File: config.mk
export PLATFORM = sky130hd
export DESIGN_NAME = rep3_serial_tx_flat
export DESIGN_NICKNAME = d
export VERILOG_FILES = /design/src/rtl/rep3_serial_tx_pkg.sv /design/src/rtl/rep3_serial_tx_if.sv /design/src/rtl/rep3_serial_tx_chip_timer.sv /design/src/rtl/rep3_serial_tx.sv /design/src/flat_wrapper.sv
export SDC_FILE = /design/constraint.sdc
export NUM_CORES = 1
export LEC_CHECK = 0
export ABC_AREA = 1
export ABC_CLOCK_PERIOD_IN_PS = 1500
export CAP_MARGIN = 20
export CORE_MARGIN = 3
export CORE_UTILIZATION = 47
export DETAILED_ROUTE_END_ITERATION = 10
export GPL_ROUTABILITY_DRIVEN = 0
export PLACE_DENSITY = 0.73
export SLEW_MARGIN = 10
export SYNTH_ARGS = -nofsm -noshare
export SYNTH_HDL_FRONTEND = slang
export SYNTH_SLANG_ARGS = --single-unit
File: constraint.sdc
create_clock -name clk -period 1.5 [get_ports clk]
set_input_delay 0.3 -clock clk [delete_from_list [all_inputs] [get_ports clk]]
set_output_delay 0.3 -clock clk [all_outputs]
set_load 0.05 [all_outputs]
File: src/rtl/rep3_serial_tx_pkg.sv
// Shared types and constants for the triple-repetition serial transmitter.
//   state_t   : frame FSM states
//   REP       : chips per symbol
//   *_LVL     : line levels for idle, start and stop symbols
//   cnt_w()   : counter width helper, never less than one bit
package rep3_pkg;

  typedef enum logic [1:0] {IDLE, START, DATA, STOP} state_t;

  localparam int   REP       = 3;
  localparam logic IDLE_LVL  = 1'b1;
  localparam logic START_LVL = 1'b0;
  localparam logic STOP_LVL  = 1'b1;

  // ceil(log2(v)) is zero for v==1; a zero-width counter is not legal,
  // so keep at least one bit.
  function automatic int cnt_w(input int v);
    return (v <= 1) ? 1 : $clog2(v);
  endfunction

endpackage

File: src/rtl/rep3_serial_tx_if.sv
// Payload handshake bundle for rep3_serial_tx.
//   tx_data  : payload, sampled on tx_valid & tx_ready
//   tx_valid : source has a payload
//   tx_ready : transmitter can accept a payload
// master = data source, slave = transmitter.
interface rep3_serial_tx_if #(
  parameter int DATA_W = 8
);
  logic [DATA_W-1:0] tx_data;
  logic              tx_valid;
  logic              tx_ready;

  modport master (output tx_data, output tx_valid, input  tx_ready);
  modport slave  (input  tx_data, input  tx_valid, output tx_ready);
endinterface

File: src/rtl/rep3_serial_tx_chip_timer.sv
// Chip-period divider. Counts 0..CHIP_DIV-1 and raises chip_tick for the
// single cycle the count sits at its terminal value.
//   clk, rst  : clock, synchronous active-high reset
//   start     : restart the count at 0 (aligns chips to frame acceptance)
//   chip_tick : last cycle of the current chip
// With CHIP_DIV=1 the counter stays at 0 and chip_tick is always high.
module chip_timer
  import rep3_pkg::*;
#(
  parameter int CHIP_DIV = 4
) (
  input  logic clk,
  input  logic rst,
  input  logic start,
  output logic chip_tick
);
  localparam int CW = cnt_w(CHIP_DIV);
  localparam logic [CW-1:0] TERM = CW'(CHIP_DIV - 1);

  logic [CW-1:0] cnt;

  always_ff @(posedge clk) begin
    if (rst || start)     cnt <= '0;
    else if (cnt == TERM) cnt <= '0;
    else                  cnt <= cnt + 1'b1;
  end

  assign chip_tick = (cnt == TERM);
endmodule

File: src/rtl/rep3_serial_tx.sv
// Triple-repetition serial transmitter. Each frame symbol (start, DATA_W
// payload bits LSB first, stop) goes out as three identical chips of
// CHIP_DIV cycles each, so a majority-vote receiver corrects any single
// bad chip per symbol. Frame length is (DATA_W+2)*3*CHIP_DIV cycles.
//   clk, rst : clock, synchronous active-high reset
//   tx       : payload handshake (slave side)
//   err_inj  : corrupt chip 1 of data bit 0 in this frame; sampled at
//              acceptance (present only with RTL_ERR_INJECT_EN)
//   ser_out  : serial line, idle high
//   busy     : frame in progress
//   chip_idx : repetition index within the current symbol (debug)
// Optional feature macro: RTL_ERR_INJECT_EN.
module rep3_serial_tx
  import rep3_pkg::*;
#(
  parameter int DATA_W   = 8,
  parameter int CHIP_DIV = 4
) (
  input  logic               clk,
  input  logic               rst,
`ifdef RTL_ERR_INJECT_EN
  input  logic               err_inj,
`endif
  rep3_serial_tx_if.slave    tx,
  output logic               ser_out,
  output logic               busy,
  output logic [1:0]         chip_idx
);
  localparam int BW = cnt_w(DATA_W);
  localparam logic [1:0]    LAST_CHIP = 2'(REP - 1);
  localparam logic [BW-1:0] LAST_BIT  = BW'(DATA_W - 1);

  state_t            state;
  logic [DATA_W-1:0] sh;
  logic [DATA_W-1:0] sh_nxt;
  logic [BW-1:0]     bit_cnt;
  logic              chip_tick;
  logic              accept;
  logic              last_chip;
  logic              corrupt_nxt;

  assign accept    = tx.tx_valid & tx.tx_ready;
  assign last_chip = (chip_idx == LAST_CHIP);
  assign sh_nxt    = sh >> 1;

`ifdef RTL_ERR_INJECT_EN
  logic inj_q;
  // Invert only when moving from chip 0 to chip 1 of bit 0; the move to
  // chip 2 restores the true value, so one chip per frame is wrong.
  assign corrupt_nxt = inj_q && (bit_cnt == '0) && (chip_idx == 2'd0);

  always_ff @(posedge clk) begin
    if (rst)         inj_q <= 1'b0;
    else if (accept) inj_q <= err_inj;
  end
`else
  assign corrupt_nxt = 1'b0;
`endif

  // Restart chip timing on acceptance so the first start chip is a full
  // CHIP_DIV cycles long regardless of where the idle count was.
  chip_timer #(.CHIP_DIV(CHIP_DIV)) u_timer (
    .clk       (clk),
    .rst       (rst),
    .start     (accept),
    .chip_tick (chip_tick)
  );

  always_ff @(posedge clk) begin
    if (rst) begin
      state       <= IDLE;
      ser_out     <= IDLE_LVL;
      tx.tx_ready <= 1'b1;
      busy        <= 1'b0;
      chip_idx    <= 2'd0;
      sh          <= '0;
      bit_cnt     <= '0;
    end else begin
      case (state)
        IDLE: begin
          if (accept) begin
            state       <= START;
            sh          <= tx.tx_data;
            ser_out     <= START_LVL;
            tx.tx_ready <= 1'b0;
            busy        <= 1'b1;
            chip_idx    <= 2'd0;
            bit_cnt     <= '0;
          end
        end
        START: begin
          if (chip_tick) begin
            if (last_chip) begin
              state    <= DATA;
              chip_idx <= 2'd0;
              ser_out  <= sh[0];
            end else begin
              chip_idx <= chip_idx + 2'd1;
            end
          end
        end
        DATA: begin
          if (chip_tick) begin
            if (last_chip) begin
              chip_idx <= 2'd0;
              sh       <= sh_nxt;
              if (bit_cnt == LAST_BIT) begin
                state   <= STOP;
                ser_out <= STOP_LVL;
              end else begin
                bit_cnt <= bit_cnt + 1'b1;
                ser_out <= sh_nxt[0];
              end
            end else begin
              chip_idx <= chip_idx + 2'd1;
              ser_out  <= sh[0] ^ corrupt_nxt;
            end
          end
        end
        STOP: begin
          if (chip_tick) begin
            if (last_chip) begin
              state       <= IDLE;
              chip_idx    <= 2'd0;
              ser_out     <= IDLE_LVL;
              tx.tx_ready <= 1'b1;
              busy        <= 1'b0;
            end else begin
              chip_idx <= chip_idx + 2'd1;
            end
          end
        end
        default: state <= IDLE;
      endcase
    end
  end
endmodule

File: src/flat_wrapper.sv
// flat-port wrapper written by rule: the top's interface ports become plain ports
module rep3_serial_tx_flat import rep3_pkg::*;
#(
  parameter int DATA_W   = 8,
  parameter int CHIP_DIV = 4
)
  (clk, rst, ser_out, busy, chip_idx, tx_tx_data, tx_tx_valid, tx_tx_ready);
  rep3_serial_tx_if #(.DATA_W(DATA_W)) tx_i ();
  input  logic clk;
  input  logic rst;
  output logic ser_out;
  output logic busy;
  output logic [1:0] chip_idx;
  input wire logic [$bits(tx_i.tx_data)-1:0] tx_tx_data;
  input wire logic [$bits(tx_i.tx_valid)-1:0] tx_tx_valid;
  output wire logic [$bits(tx_i.tx_ready)-1:0] tx_tx_ready;
  assign tx_i.tx_data = tx_tx_data;
  assign tx_i.tx_valid = tx_tx_valid;
  assign tx_tx_ready = tx_i.tx_ready;
  rep3_serial_tx #(.DATA_W(DATA_W), .CHIP_DIV(CHIP_DIV)) u_core (.clk(clk), .rst(rst), .tx(tx_i), .ser_out(ser_out), .busy(busy), .chip_idx(chip_idx));
endmodule
==> qor.log <==
qor: outcome.run_status completed
qor: power_and_ir_drop.power_switching_share 45.5%
qor: floorplan.initial_utilization 53.0%
qor: timing.timing.final.max_slew_violations 0
qor: floorplan.coreArea 0.00210 mm2
qor: power_and_ir_drop.switching_power 1.81 mW
qor: global_route.gr-usage-all-layers 20.0%
qor: timing.max_freq 715 MHz
qor: job.max_cap_viol_count 0
qor: detailed_routing.wl_per_cell 11.9 um
qor: critical_path.reg2reg_depth 8
qor: critical_path.critical_path_class register to register
qor: power_and_ir_drop.worst_ir_drop_vdd 0.00163 V
qor: detailed_routing.drt_wl_total 2630 um
qor: clock_network.htree_num_levels 1
qor: timing.tightest_slew 0.306 ns
qor: clock_network.insertion_delay 0.30 ns
qor: yosys.syn-num-nets 180
qor: clock_network.tritoncts_clock_tree done
qor: clock_network.cts_hold_bufs 0
qor: detailed_routing.num_vias 1138
qor: yosys.synth-seq-cells 20
qor: timing.period_minus_slack 1.40 ns
qor: min_path.endpoint_with_the_worst_hold_slack u_core.u_timer.cnt[0]
qor: placement.detailed_place.area 0.00144 mm2
qor: timing.layout_setup_ws 0.101 ns
qor: min_path.hold_class register to register
qor: timing.report.final.setup_viol 0
qor: critical_path.critical_path_required 1.73 ns
qor: critical_path.crit_fanout 6
qor: critical_path.regToRegSetupSlack 0.10 ns
qor: global_route.antenna_found_initial 0
qor: clock_network.cts.sink_count 20
qor: min_path.hold-path-cell-count 1
qor: yosys.post_synth_instance_area 0.00111 mm2
qor: critical_path.critPathArrivalTime 1.63 ns
qor: timing.number_of_hold_slack_violations_in_the_final_timing_report 0
qor: detailed_routing.firstDrtPassIters 4
qor: yosys.synth.lib_cells_used.distinct 23
qor: detailed_routing.total_drc_errors_in_the_routed_layout 0
qor: detailed_routing.first_iter_violations 21
qor: detailed_routing.drt.antenna.violating_nets 0
qor: power_and_ir_drop.internal-power 2.17 mW
qor: placement.dp_worst_setup_slack -0.0926 ns
qor: yosys.synth.yosys.seq_area_share 36.0%
qor: floorplan.io_pins 16
qor: yosys.synth.avg_cell_area 6.87 um2
qor: critical_path.timing.rr.end u_core.bit_cnt[1]
qor: floorplan.die-height 54.7 um
qor: timing.setup-tns-final 0 ns
qor: power_and_ir_drop.share_seq_of_total_power 23.3%
qor: power_and_ir_drop.power.density 2530 mW/mm2
qor: layout.layout.nets 214
qor: global_route.global_route_wire_length_before_repair 4280 um
qor: power_and_ir_drop.power_leakage 0.726 nW
qor: layout.areaGrowthSynthToFinish 40.9%
qor: timing.timing.hold.ws 0.404 ns
qor: detailed_routing.post_dr_vias_cell 5.15
qor: layout.final_layout_size_suffix_gt1_share 27.8%
qor: layout.antennaDiodeCount 0
qor: yosys.yosys_warnings 0
qor: placement.place.detailed.hpwl 1960 um
qor: clock_network.worst_setup_hold_path_clk_slew 0.10 ns
qor: global_route.grt_pass1_vias 1076
qor: floorplan.die_area 0.00299 mm2
qor: min_path.hold_path.startpoint u_core.u_timer.cnt[0]
qor: power_and_ir_drop.clock_power_share 6.2%
qor: timing.max-slew-margin-rel 79.4%
qor: floorplan.rows 16
qor: global_route.globalRouteOverflowTotal 0
qor: critical_path.setup.worst_path.start_class register
qor: timing.clock_skew 0.00241 ns
qor: floorplan.die_w 54.7 um
qor: yosys.syn_inst 162
qor: placement.placedCellCount 215
qor: power_and_ir_drop.totalPowerFinal 3.98 mW
qor: clock_network.numCtsBuffers 3
qor: timing.setup_repair_after_global_routing_missed_its_margin yes
qor: critical_path.critical_path.reg2reg.startpoint u_core.state[0]
qor: critical_path.cp-end-kind register
qor: timing.final_min_period_over_clock_period 93.3%
qor: placement.placement.io_buffers 15
qor: layout.post_layout_nonfiller_instances 221
qor: clock_network.clk_tree_root_cell clkbuf_4
qor: global_route.maximum_number_of_pins_on_one_net_before_global_route_repair 17
qor: layout.fin_area 0.00157 mm2
qor: power_and_ir_drop.combinationalPowerShare 70.5%
qor: clock_network.ctsLongestPathBuffers 2
qor: layout.fin_util 74.6%
## layout make-up
cell class | instances | area, um2
timing repair buffer | 32 | 358
tap | 27 | 33.8
fill | 156 | 533
multi-input combinational | 124 | 687
clock buffer | 3 | 22.5
sequential | 20 | 409
inverter | 15 | 58.8
## cells in the final DEF, fill, tap and decap left out, drive strengths merged
cell type      count
nand2             51
a21oi             10
nand3b             2
ha                 7
dfxtp             20
clkbuf             4
buf               21
nor2              28
nand4              2
o21ai              7
nor3               2
o21bai             1
clkdlybuf4s50     10
inv               15
nand3             14
## what timing repair did
action                                  CTS  global route
gates cloned                              0             1
pin swaps                                 0             2
setup buffers                             0             2
resized for setup                         2            18
endpoints found under the setup margin   14            18
## worst max path at each step
stage | from | endpoint | slack (ns) | depth (start not counted)
detailed placement | tx_tx_valid | u_core.sh[4] | -0.09 | 9
CTS | u_core.state[1] | u_core.bit_cnt[0] | 0.03 | 10
floorplan | u_core.state[0] | u_core.sh[5] | 0.03 | 9
global route | u_core.state[0] | u_core.bit_cnt[0] | -0.03 | 10
global placement | tx_tx_valid | u_core.tx.tx_ready | -0.06 | 9
finish | u_core.state[0] | u_core.bit_cnt[1] | 0.10 | 8
## sequential cells by signal (all words and copies together), names as in the netlist
signal,flops
u_core.chip_idx,2
u_core.sh,8
u_core.bit_cnt,3
u_core.busy,1
u_core.state,2
u_core.tx.tx_ready,1
u_core.ser_out,1
u_core.u_timer.cnt,2
## cells by family (layout without fill, tap and decap cells)
family / count (synthesis) / after routing / share of synthesized area [%]
flip-flops: 20 / 20 / 36.0
buffers and inverters: 18 / 50 / 7.42
AO/OA/AOI/OAI: 18 / 18 / 9.33
adder cells (fa/ha/maj): 7 / 7 / 7.86
AND/OR/NAND/NOR: 99 / 99 / 39.4
## power by group through the flow
stage / Sequential [mW] / Clock, mW / Combinational, mW
finish: 0.925 / 0.248 / 2.80
global route: 0.950 / 0.277 / 3.12
CTS: 0.900 / 0.261 / 2.42
detailed placement: 0.912 / 0 / 2.39
global placement: 0.902 / 0 / 2.33
floorplan: 1.06 / 0 / 1.40
## Yosys cell counts (all sizes together)
cell / count / area [um2]
inv: 15 / 58.8
nand3b: 2 / 15.0
o21ai: 7 / 38.8
nand3: 14 / 85.1
ha: 7 / 87.6
nor3: 2 / 10.0
o21bai: 1 / 7.51
nand2: 51 / 196
dfxtp: 20 / 400
buf: 3 / 23.8
a21oi: 10 / 57.6
nor2: 28 / 120
nand4: 2 / 12.5
## per-layer routing
layer  global-route usage [%]  wire, um
met3                     3.27       100
met4                     9.13        49
met2                     37.8      1360
met1                     21.1      1120
met5                        0         0
## worst max-delay path, cell delays in order, from the launching register on
cell and delay [ns]:
dfxtp_2 0.34, inv_2 0.09, ha_4 0.20, buf_4 0.16, inv_4 0.04, nor2_2 0.11, buf_4 0.14, nand4_1 0.09
a21oi_1 0.17
Power figures use the tool's default switching activity.
